`config.mk`:
```
export PLATFORM = sky130hd
export DESIGN_NAME = sub_fp_pipe
export DESIGN_NICKNAME = d
export VERILOG_FILES = /design/src/rtl/sub_fp_pkg.sv /design/src/rtl/sub_fp_round_sat.sv /design/src/rtl/sub_fp_pipe.sv
export SDC_FILE = /design/constraint.sdc
export NUM_CORES = 1
export LEC_CHECK = 0
export CAP_MARGIN = 20
export CORE_MARGIN = 3
export CORE_UTILIZATION = 55
export CTS_BUF_LIST = sky130_fd_sc_hd__clkbuf_2 sky130_fd_sc_hd__clkbuf_4 sky130_fd_sc_hd__clkbuf_8
export CTS_CLUSTER_DIAMETER = 200
export DETAILED_ROUTE_END_ITERATION = 10
export PLACE_DENSITY = 0.88
export SLEW_MARGIN = 20
export SYNTH_ARGS = -nofsm -noshare
export SYNTH_HDL_FRONTEND = slang
export SYNTH_SLANG_ARGS = --single-unit
export TNS_END_PERCENT = 100
```
`constraint.sdc`:
```
create_clock -name i_clock -period 2.7 [get_ports i_clock]
set_clock_uncertainty 0.05 [all_clocks]
set_input_delay 0.675 -clock i_clock [delete_from_list [all_inputs] [get_ports i_clock]]
set_output_delay 0.675 -clock i_clock [all_outputs]
set_load 0.01 [all_outputs]
```
`src/rtl/sub_fp_pkg.sv`:
```
// sub_fp_pkg: width helpers and saturation constants shared by the fixed-point pipeline
package sub_fp_pkg;

    function automatic int max_int(input int a, input int b);
        return (a > b) ? a : b;
    endfunction

    function automatic int calc_nbf_fr(input int nbf_a, input int nbf_b);
        return max_int(nbf_a, nbf_b);
    endfunction

    // one extra integer bit keeps the difference exact for any operand pair
    function automatic int calc_nbi_fr(input int nb_a, input int nbf_a, input int nb_b, input int nbf_b);
        return max_int(nb_a - nbf_a, nb_b - nbf_b) + 1;
    endfunction

    function automatic int calc_nb_fr(input int nb_a, input int nbf_a, input int nb_b, input int nbf_b);
        return calc_nbi_fr(nb_a, nbf_a, nb_b, nbf_b) + calc_nbf_fr(nbf_a, nbf_b);
    endfunction

    // 0 followed by all ones in an nb-bit word
    function automatic logic [63:0] sat_pos(input int nb);
        return (64'd1 << (nb - 1)) - 64'd1;
    endfunction

    // 1 followed by all zeros in an nb-bit word
    function automatic logic [63:0] sat_neg(input int nb);
        return 64'd1 << (nb - 1);
    endfunction

endpackage

```
`src/rtl/sub_fp_round_sat.sv`:
```
// fp_round_sat: combinational round-half-up and saturate from one signed Q format to a narrower one
module fp_round_sat
    import sub_fp_pkg::*;
#(
    parameter int NB_IN   = 17,
    parameter int NBF_IN  = 14,
    parameter int NB_OUT  = 11,
    parameter int NBF_OUT = 10
) (
    input  logic [NB_IN-1:0]  value,
    output logic [NB_OUT-1:0] result,
    output logic              sat
);

    localparam int SH   = NBF_IN - NBF_OUT;
    localparam int NB_R = NB_IN + 1 - SH;
    localparam logic [63:0] POS = sat_pos(NB_OUT);
    localparam logic [63:0] NEG = sat_neg(NB_OUT);

    logic [NB_R-1:0] rs;
    logic            fits;

    // the add is one bit wider than the input so the rounding carry cannot wrap the sign
    generate
        if (SH > 0) begin : g_round
            localparam logic [NB_IN:0] HALF = {{NB_IN{1'b0}}, 1'b1} << (SH - 1);
            assign rs = NB_R'(({value[NB_IN-1], value} + HALF) >> SH);
        end else begin : g_pass
            assign rs = {value[NB_IN-1], value};
        end
    endgenerate

    // clamp when the dropped integer bits and the output sign bit disagree
    always_comb begin
        fits   = (&rs[NB_R-1:NB_OUT-1]) | ~(|rs[NB_R-1:NB_OUT-1]);
        sat    = ~fits;
        result = fits ? rs[NB_OUT-1:0] : (rs[NB_R-1] ? NEG[NB_OUT-1:0] : POS[NB_OUT-1:0]);
    end

endmodule

```
`src/rtl/sub_fp_pipe.sv`:
```
// sub_fp_pipe: three-stage fixed-point subtractor with valid/ready flow control and overflow counter
module sub_fp_pipe
    import sub_fp_pkg::*;
#(
    parameter int NB_IN_A  = 16,
    parameter int NBF_IN_A = 14,
    parameter int NB_IN_B  = 12,
    parameter int NBF_IN_B = 11,
    parameter int NB_OUT   = 11,
    parameter int NBF_OUT  = 10,
    parameter int NB_CNT   = 8,
    localparam int NBI_FR  = calc_nbi_fr(NB_IN_A, NBF_IN_A, NB_IN_B, NBF_IN_B),
    localparam int NBF_FR  = calc_nbf_fr(NBF_IN_A, NBF_IN_B),
    localparam int NB_FR   = calc_nb_fr(NB_IN_A, NBF_IN_A, NB_IN_B, NBF_IN_B)
) (
    input  logic               i_clock,
    input  logic               i_rst_n,
    input  logic               i_valid,
    output logic               o_ready,
    input  logic [NB_IN_A-1:0] i_A,
    input  logic [NB_IN_B-1:0] i_B,
    output logic               o_valid,
    input  logic               i_ready,
    output logic [NB_FR-1:0]   o_diffFR,
    output logic [NB_OUT-1:0]  o_diff_round_sat,
    output logic               o_sat_flag,
    output logic [NB_CNT-1:0]  o_sat_cnt,
    input  logic               i_clear_cnt
);

    localparam int SHA = NBF_FR - NBF_IN_A;
    localparam int SHB = NBF_FR - NBF_IN_B;

    logic              adv, v1, v2, v3, sat3, sat_c;
    logic [NB_FR-1:0]  a_al, b_al, a1, b1, d2, d3;
    logic [NB_OUT-1:0] q3, rnd;
    logic [NB_CNT-1:0] cnt;

    assign a_al = {{(NB_FR-NB_IN_A){i_A[NB_IN_A-1]}}, i_A} << SHA;
    assign b_al = {{(NB_FR-NB_IN_B){i_B[NB_IN_B-1]}}, i_B} << SHB;

    assign adv              = ~v3 | i_ready;
    assign o_ready          = adv;
    assign o_valid          = v3;
    assign o_diffFR         = d3;
    assign o_diff_round_sat = q3;
    assign o_sat_flag       = sat3;
    assign o_sat_cnt        = cnt;

    fp_round_sat #(
        .NB_IN  (NB_FR),
        .NBF_IN (NBF_FR),
        .NB_OUT (NB_OUT),
        .NBF_OUT(NBF_OUT)
    ) u_round_sat (
        .value (d2),
        .result(rnd),
        .sat   (sat_c)
    );

    // all stages move in lockstep on adv; bubbles travel with the data
    always_ff @(posedge i_clock or negedge i_rst_n) begin
        if (!i_rst_n) begin
            v1   <= 1'b0;
            v2   <= 1'b0;
            v3   <= 1'b0;
            a1   <= '0;
            b1   <= '0;
            d2   <= '0;
            d3   <= '0;
            q3   <= '0;
            sat3 <= 1'b0;
        end else if (adv) begin
            v1   <= i_valid;
            a1   <= a_al;
            b1   <= b_al;
            v2   <= v1;
            d2   <= a1 - b1;
            v3   <= v2;
            d3   <= d2;
            q3   <= rnd;
            sat3 <= sat_c;
        end
    end

    // count clamped words taken downstream, sticking at all-ones; clear wins
    always_ff @(posedge i_clock or negedge i_rst_n) begin
        if (!i_rst_n)
            cnt <= '0;
        else if (i_clear_cnt)
            cnt <= '0;
        else if (v3 & i_ready & sat3 & ~&cnt)
            cnt <= cnt + NB_CNT'(1);
    end

endmodule

```
==> flow_summary.toml <==
[status]
status = "complete, no violations"

[synth]
synth_area_leaders = "dfrtp_1, nand2_1, ha_1, xnor2_1, o21ai_0"
synth_seq_area_share_pct = 48.7
ys_async_sr_fraction_pct = 100
netlist_instances = 490
ys_warn_count = 0
synth-edff-count = 0
ys_types = 58
synth_top_area_share_pct = 48.7
syn_area_sq_mm = 0.00437
yosysTopAreaCell = "dfrtp_1"
syn_nets = 539
synth_ff_type = "dfrtp_1"
synth.ff_latch_count = 85
synth_area_per_cell_sq_um = 8.92

[final_layout]
final_common_cell = "nand2_1"
area_delta_synth_final_pct = 21.8
antennaDiodeCount = 0
final_cell_mix = "nand2_1, dfrtp_1, clkdlybuf4s50_1"
drive_above_1_share_pct = 6.67
nNetsFinal = 599
final_cells = 654

[power_and_ir_drop]
power.total_uw = 5590
p_leak_uw = 0.00241
vdd_drop_max_mv = 0.478
p_per_area_mw_per_mm2 = 1050

[floorplan]
die_h_microns = 95.2
die_area_sq_mm = 0.00905
core-area_sq_mm = 0.00749
die_x_microns = 95.2
boundaryPins = 72
rows = 31
start_util_pct = 58.4

[sta]
hold_viol = 0
relSlewSlack_pct = 54.0
rsz0062_at_grt = "false"
fin_crit_ns = 2.65
final.setup.worst_slack_ns = 0.0532
post-route-period-util_pct = 98.0
slew_viol_final = 0
setup_viol = 0
tightest_slew_ns = 0.690
timing.fmax_mhz = 378
tns_ns = 0

[worst_setup_path]
path_max_fanout = 2
crit_slowest_cell = "clkdlybuf4s50_1"
worstSetupPathType = "in2out"
critPathArrivalTime_ns = 1.92
end_kind = "output pin"
required_ns = 1.98
cp_top_family = "buffers and inverters"
path_buf_inv = 3
crit_chain = "clkdlybuf4s50_1, nor2b_4, inv_2, clkdlybuf4s50_1"
crit_top_cell = "clkdlybuf4s50_1"
cpPeakStageDelay_ns = 0.57
worstSetupStartpointType = "input pin"

[cts]
cts_max_level = 3
clkTransAtPathRegs_ns = 0.09
cts_buffer_depth = 2
cts_hold_buf = 0
numCtsBuffers = 9
cts_setup_buffers = 0
tritoncts = "yes"
cts_resized = 0
clkLatencyLatePin_ns = 0.36
root_buffer = "clkbuf_8"
clock-sinks = 85

[global_routing]
overflow = 0
grt_use_total_pct = 21.3
antenna_found_initial = 0
first_global_vias = 3340
grt_pass1_wl_microns = 15200
grt_start_max_net_pins = 69

[placed_design]
dpl.hpwl_microns = 6540
place_inst = 638
routabilityCongestion = 0.840
preCtsSetupSlack_ns = 0.0567
port_buffers = 71

[route]
drt-pass1-iter-count = 5
postRouteAntennaNets = 0
via_count = 3636
routedWlPerCell_microns = 14.0
vias_per_cell = 5.56
wirelength_microns = 9170
drtIter0Drc = 189
drt_drc_violations_left = 0

[min_path]
hp-class = "in2async"

[run]
drv_cap = 0
==> registers in the layout, indices dropped and copies added (netlist names) <==
name	cells
o_sat_cnt	8
d2	17
o_diffFR	17
b1	12
v2	1
o_valid	1
v1	1
o_diff_round_sat	11
a1	16
o_sat_flag	1
==> Yosys cell counts, drive strengths merged (3+ instances only) <==
cell type and number:
xor2 3, xnor2 15, clkbuf 14, a21o 5
o21ai 26, nand2 152, inv 18, nor3 10
a211oi 13, a21oi 20, o211ai 3, and3 4
nand4 10, o311ai 3, buf 12, nor2 26
o21a 5, nor2b 4, nand3 11, ha 15
dfrtp 85, o31ai 6, and2 3
==> cell families (layout without fill, tap and decap cells) <==
logic type	after synthesis	count (layout)	share of synthesized area [%]
buf+inv	44	109	4.35
xor+xnor	18	18	3.61
fa+ha+maj	16	16	4.75
mux	2	2	0.572
flops	85	85	48.7
simple gates	230	230	22.8
compound gates	95	95	15.3
==> through the flow <==
step / hold slack (ns) / util (%) / cell area, sq um
global route: 0.230 / 71.1 / 5330
finish: 0.200 / 71.1 / 5330
CTS: 0.216 / 71.1 / 5330
floorplan: 0.329 / - / 4370
global placement: 0.394 / 68.5 / 5130
detailed placement: 0.404 / 68.5 / 5130
==> final timing paths <==
check	startpoint	to	slack, ns	cells past startpoint
worst min register to register	o_diffFR[12]	o_diffFR[12]	0.42	2
min in group i_clock	o_diffFR[12]	o_diffFR[12]	0.42	2
worst max-delay path	i_ready	o_ready	0.05	4
max in group asynchronous	i_rst_n	b1[9]	1.77	2
worst min-delay path	i_rst_n	o_sat_cnt[4]	0.20	1
worst max register to register	a1[3]	d2[11]	0.29	9
==> where the power goes <==
part / total (uW) / internal (uW) / switching, uW
Clock: 902 / 438 / 464
Sequential: 2160 / 1740 / 417
Combinational: 2540 / 1210 / 1330
Total: 5590 / 3380 / 2210
==> layer usage <==
layer / up-vias / global-route usage (%) / part of all wire, %
met5: - / 0 / 0
met4: 0 / 9.62 / 2.1
met3: 16 / 3.71 / 5.2
met2: 113 / 34.9 / 48
met1: 1725 / 27.6 / 45
li1: 1782 / - / -
==> area by class of cell <==
class,count,area (sq um)
multi-input combinational,361,2060
fill,557,2160
tap,99,124
clock buffer,10,131
clock inverter,6,62.6
timing repair buffer,75,751
sequential,85,2130
inverter,18,67.6
No activity file was read; power rests on OpenSTA's default activity.
